## config.mk

```make
export PLATFORM = sky130hd
export DESIGN_NAME = druaga_sprite_sched
export DESIGN_NICKNAME = d
export VERILOG_FILES = /design/src/rtl/druaga_sprite_sched.sv
export SDC_FILE = /design/constraint.sdc
export NUM_CORES = 1
export LEC_CHECK = 0
export BUFFER_PORTS_ARGS = -buffer_cell sky130_fd_sc_hd__buf_2
export CORE_UTILIZATION = 55
export DETAILED_ROUTE_END_ITERATION = 8
export PLACE_DENSITY = 0.74
export SYNTH_ARGS = -nofsm -noshare
export SYNTH_HDL_FRONTEND = slang
export SYNTH_SLANG_ARGS = --single-unit
```

## constraint.sdc

```tcl
create_clock -name VCLK -period 8.3 [get_ports VCLK]
set_clock_uncertainty 0.15 [all_clocks]
set_input_delay 1.66 -clock VCLK [delete_from_list [all_inputs] [get_ports VCLK]]
set_output_delay 1.66 -clock VCLK [all_outputs]
set_load 0.01 [all_outputs]
```

## src/rtl/druaga_sprite_sched.sv

```systemverilog
// Per-scanline sprite scheduler: scans 64 attribute entries on HBLANK entry and queues render jobs.
// Optional macro SPR_LIMIT_EN caps the number of jobs per line at MAX_PER_LINE.
module druaga_sprite_sched #(
    parameter int DEPTH = 4
`ifdef SPR_LIMIT_EN
    ,
    parameter int MAX_PER_LINE = 16
`endif
) (
    input  logic        VCLK,
    input  logic        RESET,
    input  logic        HBLANK,
    input  logic [8:0]  VPOS,
    output logic [6:0]  SPRA_A,
    input  logic [23:0] SPRA_D,
    output logic        JOB_VALID,
    input  logic        JOB_READY,
    output logic [7:0]  JOB_CNO,
    output logic [4:0]  JOB_SY,
    output logic [4:0]  JOB_XF,
    output logic [5:0]  JOB_PN,
    output logic [8:0]  JOB_SX,
    output logic        JOB_W32,
    output logic        LINE_DONE,
    output logic        LINE_TRUNC,
    output logic [2:0]  dbg_state
);

    localparam int AW = $clog2(DEPTH);
    localparam int CW = AW + 1;

    typedef enum logic [2:0] {
        IDLE = 3'd0,
        RD0  = 3'd1,
        EV0  = 3'd2,
        RD1  = 3'd3,
        EV1  = 3'd4,
        PUSH = 3'd5
    } state_t;

    typedef struct packed {
        logic [7:0] cno;
        logic [4:0] sy;
        logic [4:0] xf;
        logic [5:0] pn;
        logic [8:0] sx;
        logic       w32;
    } job_t;

    state_t        state;
    logic [5:0]    idx;
    logic [8:0]    vline;
    logic          hb_q;
    job_t          lat_job;
    job_t          fifo_mem [DEPTH];
    job_t          head;
    logic [AW-1:0] wr_ptr;
    logic [AW-1:0] rd_ptr;
    logic [CW-1:0] count;

    logic          hb_rise;
    logic          full;
    logic          push;
    logic          pop;
    logic          last;
    logic [5:0]    idx_next;
    logic          limit_reached;

    logic          sizy;
    logic          sizx;
    logic [8:0]    y;
    logic [8:0]    m;
    logic          hit;
    logic [4:0]    yf;
    logic          unused_spra;

    // Handshake: a job transfers on every rising VCLK where JOB_VALID and JOB_READY are both high.
    // JOB_VALID never depends on JOB_READY; the head job is stable until accepted or flushed by a new scan.

    assign hb_rise  = HBLANK & ~hb_q;
    assign full     = (count == CW'(DEPTH));
    assign pop      = JOB_VALID & JOB_READY & ~hb_rise;
    assign push     = (state == PUSH) & ~hb_rise & (~full | pop);
    assign last     = (idx == 6'd63);
    assign idx_next = idx + 6'd1;

    assign sizy = SPRA_D[19];
    assign sizx = SPRA_D[18];
    assign y    = {1'b0, SPRA_D[15:8]} + 9'h010 + vline;
    assign m    = {1'b1, 8'hF0 ^ {3'b000, sizy, 4'h0}};
    assign hit  = ((y & m) == {1'b0, m[7:0]});
    assign yf   = SPRA_D[17] ? {sizy, 4'hF} : 5'h00;
    assign unused_spra = ^SPRA_D[23:20];

`ifdef SPR_LIMIT_EN
    logic [6:0] hit_cnt;
    assign limit_reached = ((hit_cnt + 7'd1) == 7'(MAX_PER_LINE));

    always_ff @(posedge VCLK) begin
        if (RESET || hb_rise) begin
            hit_cnt <= '0;
        end else if (push) begin
            hit_cnt <= hit_cnt + 7'd1;
        end
    end
`else
    assign limit_reached = 1'b0;
`endif

    always_ff @(posedge VCLK) begin
        if (RESET) begin
            state      <= IDLE;
            idx        <= '0;
            vline      <= '0;
            hb_q       <= 1'b0;
            SPRA_A     <= '0;
            LINE_DONE  <= 1'b0;
            LINE_TRUNC <= 1'b0;
            lat_job    <= '0;
        end else begin
            hb_q       <= HBLANK;
            LINE_DONE  <= 1'b0;
            LINE_TRUNC <= 1'b0;
            if (hb_rise) begin
                // A scan still in flight when the next blank arrives is abandoned.
                if (state != IDLE) begin
                    LINE_TRUNC <= 1'b1;
                end
                vline  <= VPOS + 9'd1;
                idx    <= '0;
                SPRA_A <= '0;
                state  <= RD0;
            end else begin
                case (state)
                    IDLE: state <= IDLE;
                    RD0:  state <= EV0;
                    EV0: begin
                        if (hit) begin
                            lat_job.cno <= SPRA_D[7:0] & {6'h3F, ~sizy, ~sizx};
                            lat_job.xf  <= SPRA_D[16] ? {sizx, 4'hF} : 5'h00;
                            lat_job.sy  <= (y[4:0] & {sizy, 4'hF}) ^ yf;
                            lat_job.w32 <= sizx;
                            SPRA_A      <= {idx, 1'b1};
                            state       <= RD1;
                        end else if (last) begin
                            LINE_DONE <= 1'b1;
                            state     <= IDLE;
                        end else begin
                            idx    <= idx_next;
                            SPRA_A <= {idx_next, 1'b0};
                            state  <= RD0;
                        end
                    end
                    RD1: state <= EV1;
                    EV1: begin
                        lat_job.pn <= SPRA_D[5:0];
                        lat_job.sx <= {SPRA_D[16], SPRA_D[15:8]} - 9'h038;
                        state      <= PUSH;
                    end
                    PUSH: begin
                        if (push) begin
                            if (limit_reached) begin
                                LINE_TRUNC <= 1'b1;
                                state      <= IDLE;
                            end else if (last) begin
                                LINE_DONE <= 1'b1;
                                state     <= IDLE;
                            end else begin
                                idx    <= idx_next;
                                SPRA_A <= {idx_next, 1'b0};
                                state  <= RD0;
                            end
                        end
                    end
                    default: state <= IDLE;
                endcase
            end
        end
    end

    // Job FIFO; a new scan flushes it ahead of any same-cycle push or pop.
    always_ff @(posedge VCLK) begin
        if (RESET || hb_rise) begin
            wr_ptr <= '0;
            rd_ptr <= '0;
            count  <= '0;
        end else begin
            if (push) begin
                wr_ptr <= wr_ptr + AW'(1);
            end
            if (pop) begin
                rd_ptr <= rd_ptr + AW'(1);
            end
            case ({push, pop})
                2'b10:   count <= count + CW'(1);
                2'b01:   count <= count - CW'(1);
                default: count <= count;
            endcase
        end
    end

    always_ff @(posedge VCLK) begin
        if (push) begin
            fifo_mem[wr_ptr] <= lat_job;
        end
    end

    assign head      = fifo_mem[rd_ptr];
    assign JOB_VALID = (count != '0);
    assign JOB_CNO   = head.cno;
    assign JOB_SY    = head.sy;
    assign JOB_XF    = head.xf;
    assign JOB_PN    = head.pn;
    assign JOB_SX    = head.sx;
    assign JOB_W32   = head.w32;
    assign dbg_state = state;

endmodule

```

== Word-level counts from Yosys, hierarchy flattened ==
Memory sizes are Yosys's and may differ from the RTL's. A register that Yosys moved wholly into a read port is not among the register bits.
Index checks and enable logic that the tools add are counted.

* Register bits after elaboration: 69
* Bits in writable memories: 136
* Input port bits: 37
* Output and inout port bits: 47
* Word-level logic and storage cells: 92
* Memories kept: 1

* Add/subtract/negate cells: 9
* Equal/unequal tests: 13
* Mux-type cells: 25
* Bitwise gates (word level): 16
* Reductions and logical operators: 11

{| class="wikitable"
|+ Memory list
! name !! words !! bits a word !! rd ports !! clocked after memory_dff !! wr ports !! RTL line !! text
|-
| fifo_mem || 4 || 34 || 1 || 1 || 1 || 55 || <nowiki>job_t fifo_mem [DEPTH];</nowiki>
|}

{| class="wikitable"
|+ Operators by type and width
! cell !! number
|-
| $mux W7 || 3
|-
| $mux W6 || 3
|-
| $pmux W3 S5 || 1
|-
| $pmux W7 S2 || 1
|-
| $pmux W6 S2 || 1
|-
| $mux W5 || 2
|-
| $add A8 B5 Y9 const B || 1
|-
| $add A9 B1 Y9 const B || 1
|-
| $add A9 B9 Y9 || 1
|-
| $and A9 B9 Y9 || 1
|-
| $eq A3 B3 Y1 const B || 3
|-
| $eq A9 B8 Y1 || 1
|-
| $sub A9 B6 Y9 const B || 1
|-
| $and A8 B8 Y8 || 1
|-
| $mux W1 || 8
|-
| $add A6 B1 Y6 const B || 1
|-
| $eq A3 B2 Y1 const B || 2
|-
| $eq A6 B6 Y1 const B || 1
|-
| $mux W3 || 2
|-
| $pmux W3 S2 || 1
|-
| $reduce_and A3 Y1 || 2
|-
| $reduce_bool A3 Y1 || 2
|-
| $and A1 B1 Y1 || 5
|-
| $and A5 B5 Y5 || 1
|-
| other kinds (18) || 28
|}

== Depth between registers and ports, before layout ==
* Depth in word-level cells: 9
* Gate-level depth with buffers: 12
* Depth with buffers taken out: 10

== Worst setup path before layout ==
Ideal clock, no wire load.

* Path kind: input-to-reg
* From: in SPRA_D[9]
* To: reg lat_job[24] (netlist bit)
* Arrival: 4.074 ns
* Data required time: 8.081 ns
* Slack: 4.007 ns
* Stages: 10
* Path buffers: 1
* Cell sequence: ha_1 ha_1 fa_1 and3_1 o21ai_2 o2111ai_2 or3_4 buf_6 or4_1 o21ai_1

* Cells in the longest elaborated chain, start to end: 5

{| class="wikitable"
|+ Ends and longest elaborated chain
! item !! RTL line !! text
|-
| start: declaration || 15 || <nowiki>input logic [23:0] SPRA_D,</nowiki>
|-
| $add A8 B5 Y9 (*) || 89 || <nowiki>assign y = {1'b0, SPRA_D[15:8]} + 9'h010 + vline;</nowiki>
|-
| $add A9 B9 Y9 (*) || 89 ||
|-
| $and A9 B9 Y9 || 91 || <nowiki>assign hit = ((y & m) == {1'b0, m[7:0]});</nowiki>
|-
| $eq A9 B8 Y1 || 91 ||
|-
| $reduce_and A3 Y1 (no line) || -- ||
|-
| end: declaration || 54 || <nowiki>job_t lat_job;</nowiki>
|}

Every way passes the cells marked *; elsewhere a longest branch is shown, timed or not.
A chain may end at the register's enable or synchronous reset.

== Final worst setup path ==
* From: in SPRA_D[9]
* To: reg lat_job[22] (netlist bit)

Same word-level chain as after synthesis.

==> metrics.txt <==
# TYPE chip_impl_metric gauge
chip_impl_metric{name="overall_track_demand_over_capacity_in_global_routing",unit="%"} 23.0
chip_impl_metric{name="post_route_cells_drive_above_1_share",unit="%"} 23.1
chip_impl_info{name="worst_path_cell_trace",value="buf_2, ha_1, ha_1, fa_1, and3_1, o21ai_2, o2111ai_2, nor3_2, buf_4, a21oi_1, a211oi_1"} 1
chip_impl_metric{name="placedInstanceArea",unit="mm²"} 0.00854
chip_impl_metric{name="avgViaCountPerCell",unit=""} 5.95
chip_impl_metric{name="finalSetupTns",unit="ns"} 0
chip_impl_info{name="timing.critical_path.slowest_stage_cell",value="sky130_fd_sc_hd__nor3_2"} 1
chip_impl_metric{name="synth_edf_count",unit=""} 124
chip_impl_info{name="dominantRegCellSynth",value="sky130_fd_sc_hd__edfxtp_1"} 1
chip_impl_metric{name="grt_pass1_wl",unit="µm"} 25600
chip_impl_metric{name="synth.area.mux_share",unit="%"} 8.84
chip_impl_metric{name="worst-r2r-cell-count",unit=""} 10
chip_impl_metric{name="synth_top_cell_area_share",unit="%"} 46.5
chip_impl_metric{name="gr-total-overflow",unit=""} 0
chip_impl_metric{name="synth-compound-area-share",unit="%"} 8.65
chip_impl_info{name="synth_common_cells",value="124 x sky130_fd_sc_hd__edfxtp_1, 68 x sky130_fd_sc_hd__dfxtp_1, 47 x sky130_fd_sc_hd__nand2_1"} 1
chip_impl_metric{name="worst_hold_slack",unit="ns"} 0.315
chip_impl_metric{name="synthCells",unit=""} 586
chip_impl_metric{name="synth_warnings",unit=""} 0
chip_impl_metric{name="max_slew.worst_pin.slew",unit="ns"} 1.02
chip_impl_metric{name="numPortBuffers",unit=""} 79
chip_impl_metric{name="syn_area",unit="mm²"} 0.00801
chip_impl_metric{name="post_cts_resized",unit=""} 0
chip_impl_metric{name="setup_ws",unit="ns"} 3.69
chip_impl_metric{name="flow.area_growth_from_synthesis",unit="%"} 13.7
chip_impl_metric{name="filler_cell_count",unit=""} 1022
chip_impl_metric{name="clk_lat_worst_skew",unit="ns"} 0.43
chip_impl_metric{name="power.density_cell_area",unit="mW/mm²"} 208
chip_impl_metric{name="dr_total_vias",unit=""} 5058
chip_impl_metric{name="die_area",unit="mm²"} 0.0150
chip_impl_info{name="netlist.top_cell.by_area",value="sky130_fd_sc_hd__edfxtp_1"} 1
chip_impl_metric{name="post-dp-hpwl",unit="µm"} 10000
chip_impl_metric{name="synthesis.area_per_instance",unit="µm²"} 13.7
chip_impl_info{name="hold_class",value="reg2reg"} 1
chip_impl_metric{name="finalCritPeriodShare",unit="%"} 55.5
chip_impl_metric{name="clkSlewWorstSetupHoldPaths",unit="ns"} 0.07
chip_impl_metric{name="grt_start_max_net_pins",unit=""} 37
chip_impl_info{name="dominant_combinational_cell_family_by_area_after_synthesis",value="simple AND/OR/NAND/NOR gates"} 1
chip_impl_metric{name="cts_made_buffers",unit=""} 17
chip_impl_metric{name="synth_xor_xnor_area_share",unit="%"} 2.92
chip_impl_metric{name="total_leakage_power",unit="nW"} 3.11
chip_impl_info{name="kind_of_launch_point_of_the_worst_setup_path",value="input port"} 1
chip_impl_metric{name="worstPathMaxFanout",unit=""} 17
chip_impl_metric{name="nNetsFinal",unit=""} 718
chip_impl_info{name="outcome",value="finished clean"} 1
chip_impl_info{name="crit-reg2reg-capture",value="lat_job[22]"} 1
chip_impl_metric{name="std_cell_rows",unit=""} 43
chip_impl_metric{name="final_setup_vio_count",unit=""} 0
chip_impl_metric{name="use_met1",unit="%"} 27.8
chip_impl_metric{name="power.ir.vdd_worst",unit="mV"} 0.135
chip_impl_metric{name="cts.sinks",unit=""} 192
chip_impl_info{name="cp_common_cell",value="sky130_fd_sc_hd__ha_1"} 1
chip_impl_info{name="worst_r2r_startpoint",value="vline[1]"} 1
chip_impl_metric{name="timing.critical_path.arrival",unit="ns"} 4.79
chip_impl_info{name="setup.worst_path.end_class",value="flop"} 1
chip_impl_metric{name="final_cell_area",unit="mm²"} 0.00911
chip_impl_metric{name="max-clock-path-buffers",unit=""} 2
chip_impl_metric{name="detailedRoute.firstIterationViolations",unit=""} 300
chip_impl_metric{name="ff2ff_setup_slack",unit="ns"} 4.73
chip_impl_info{name="globalRoute.busiestLayer",value="met2"} 1
chip_impl_metric{name="drv.max_cap_violation_count",unit=""} 0
chip_impl_metric{name="number_of_storage_elements_in_the_synthesis_netlist",unit=""} 192
chip_impl_metric{name="synth_async_sr_flop_share",unit="%"} 0
chip_impl_metric{name="post_synth_and_or_nand_nor_area_fraction",unit="%"} 9.73
chip_impl_metric{name="delay_of_the_slowest_critical_path_stage",unit="ns"} 0.82
chip_impl_info{name="setup.worst_path.class",value="in2reg"} 1
chip_impl_metric{name="use_met3",unit="%"} 6.04
chip_impl_metric{name="grt_util_met2",unit="%"} 39.9
chip_impl_metric{name="drt_drc_violations_left",unit=""} 0
chip_impl_metric{name="holdBufCountCts",unit=""} 0
chip_impl_metric{name="yosys.area_share.adder",unit="%"} 3.94
chip_impl_metric{name="grt_antenna_before_repair",unit=""} 0
chip_impl_metric{name="worstHoldPathCells",unit=""} 2
chip_impl_info{name="cts_tree",value="yes"} 1
chip_impl_metric{name="antenna-diode-count",unit=""} 0
chip_impl_metric{name="finalMaxSlewViolations",unit=""} 0
chip_impl_info{name="buffer_cell_driving_the_clock_tree_root",value="sky130_fd_sc_hd__clkbuf_16"} 1
chip_impl_info{name="whs_endpoint",value="SPRA_A[0]"} 1
chip_impl_metric{name="initial_cell_density_of_the_core",unit="%"} 57.0
chip_impl_metric{name="drtPass1Iterations",unit=""} 5
chip_impl_metric{name="wl_per_cell",unit="µm"} 18.6
chip_impl_metric{name="syn-num-nets",unit=""} 647
chip_impl_metric{name="floorplan.die.width",unit="µm"} 123
chip_impl_info{name="hold_start",value="SPRA_A[0]"} 1
chip_impl_metric{name="post-route-min-period",unit="ns"} 4.61
chip_impl_metric{name="totalWireLength",unit="µm"} 15800
chip_impl_metric{name="clock.fmax",unit="MHz"} 217
chip_impl_metric{name="timing.final.hold_violations",unit=""} 0
chip_impl_metric{name="detailedPlace.worstSlack",unit="ns"} 3.26
chip_impl_metric{name="cts_setup_buffers",unit=""} 0
chip_impl_metric{name="ys_seq_area_share",unit="%"} 63.5
chip_impl_info{name="ys_top_cells_by_area",value="sky130_fd_sc_hd__edfxtp_1 46%, sky130_fd_sc_hd__dfxtp_1 17%, sky130_fd_sc_hd__mux4_2 8.7%"} 1
chip_impl_metric{name="die_height",unit="µm"} 123
chip_impl_metric{name="synth_cell_type_count",unit=""} 56
chip_impl_metric{name="max_slew_margin",unit="%"} 31.6
chip_impl_metric{name="fp.coreArea",unit="mm²"} 0.0140
chip_impl_metric{name="gp_routability_congestion",unit=""} 0.829
chip_impl_metric{name="cp.required",unit="ns"} 8.48
chip_impl_metric{name="postRouteAntennaNets",unit=""} 0
chip_impl_metric{name="htree_num_levels",unit=""} 4
chip_impl_metric{name="vias_in_the_first_global_route",unit=""} 5029
chip_impl_info{name="yosys.cell_count.top_type",value="sky130_fd_sc_hd__edfxtp_1"} 1
chip_impl_metric{name="floorplan.io_pins",unit=""} 84
chip_impl_info{name="rsz0062_at_grt",value="no"} 1
state kept, by name, summed over array words and instances, names as in the netlist, 2 cells and up, named ones only:
name / count
fifo_mem: 124
lat_job: 31
vline: 9
SPRA_A: 7
idx: 6
count: 3
dbg_state: 3
rd_ptr: 2
wr_ptr: 2
cell usage in the layout, fill, tap and decap left out, types with 3 or more instances in the layout:
cell type	count
sky130_fd_sc_hd__a21oi_1	44
sky130_fd_sc_hd__nor2b_1	4
sky130_fd_sc_hd__nand3b_1	4
sky130_fd_sc_hd__nand2b_1	7
sky130_fd_sc_hd__ha_1	22
sky130_fd_sc_hd__inv_1	11
sky130_fd_sc_hd__nor3_1	3
sky130_fd_sc_hd__nor2_1	23
sky130_fd_sc_hd__buf_4	7
sky130_fd_sc_hd__a21o_1	4
sky130_fd_sc_hd__or3_1	7
sky130_fd_sc_hd__nand2_1	47
sky130_fd_sc_hd__or4_1	4
sky130_fd_sc_hd__xor2_1	9
sky130_fd_sc_hd__clkinvlp_4	5
sky130_fd_sc_hd__and3_1	10
sky130_fd_sc_hd__o21ai_0	33
sky130_fd_sc_hd__nand3_1	22
sky130_fd_sc_hd__buf_2	79
sky130_fd_sc_hd__o31ai_1	3
sky130_fd_sc_hd__dfxtp_1	66
sky130_fd_sc_hd__clkbuf_16	17
sky130_fd_sc_hd__and2_1	5
sky130_fd_sc_hd__edfxtp_1	124
sky130_fd_sc_hd__xnor2_1	15
sky130_fd_sc_hd__nand4_1	6
sky130_fd_sc_hd__a211oi_1	11
sky130_fd_sc_hd__mux4_2	31
per-stage QoR:
| step | total power, mW | utilization [%] | std cells |
|---|---|---|---|
| 6_report | 1.90 | 64.9 | 850 |
| 2_1_floorplan | 1.11 | - | 586 |
| 4_1_cts | 1.91 | 64.9 | 850 |
| 5_1_grt | 1.96 | 64.9 | 850 |
| 3_5_place_dp | 1.14 | 60.8 | 818 |
| 3_3_place_gp | 1.13 | 60.8 | 818 |
per-layer routing:
metal  vias to the layer above  wire (µm)
met5                         -          0
met4                         0        330
met3                        33        882
met2                       172       8090
met1                      2484       6540
li1                       2369          -
cell type report:
cell class	count	area, µm²	area share (%)
Clock buffer	18	429	4.71
Clock inverter	14	141	1.55
Inverter	11	41.3	0.453
Multi-Input combinational cell	349	2740	30.0
Sequential cell	192	5090	55.9
Tap cell	180	225	2.47
Timing Repair Buffer	86	448	4.92
cells by family after synthesis:
group	count (synthesis)
XOR/XNOR	25
AND/OR/NAND/NOR	153
multiplexers	32
flip-flops	192
buffers and inverters	45
AO/OA/AOI/OAI	115
adder cells (fa/ha/maj)	24
how the worst max path moves through the flow:
stage                             end  slack (ns)       from
final                     lat_job[22]        3.69  SPRA_D[9]
after global routing      lat_job[22]        3.43  SPRA_D[9]
after CTS                 lat_job[22]        3.70  SPRA_D[9]
after detailed placement  lat_job[22]        3.26  SPRA_D[9]
after global placement    lat_job[23]        3.35  SPRA_D[9]
after floorplan           lat_job[24]        4.01  SPRA_D[9]
worst max-delay path: cells and delay by family:
kind	cells	cell delay, ns
and+or+nand+nor	2	1.01
adders and majority gates	3	0.96
AOI/OAI and AO/OA	4	0.69
buffers and inverters	2	0.47
power by group:
group / total (mW) / switching, mW / internal [mW]
Clock: 0.782 / 0.340 / 0.442
Sequential: 1.02 / 0.00587 / 1.01
Combinational: 0.0997 / 0.0612 / 0.0385
(Power assumes the default switching activity.)
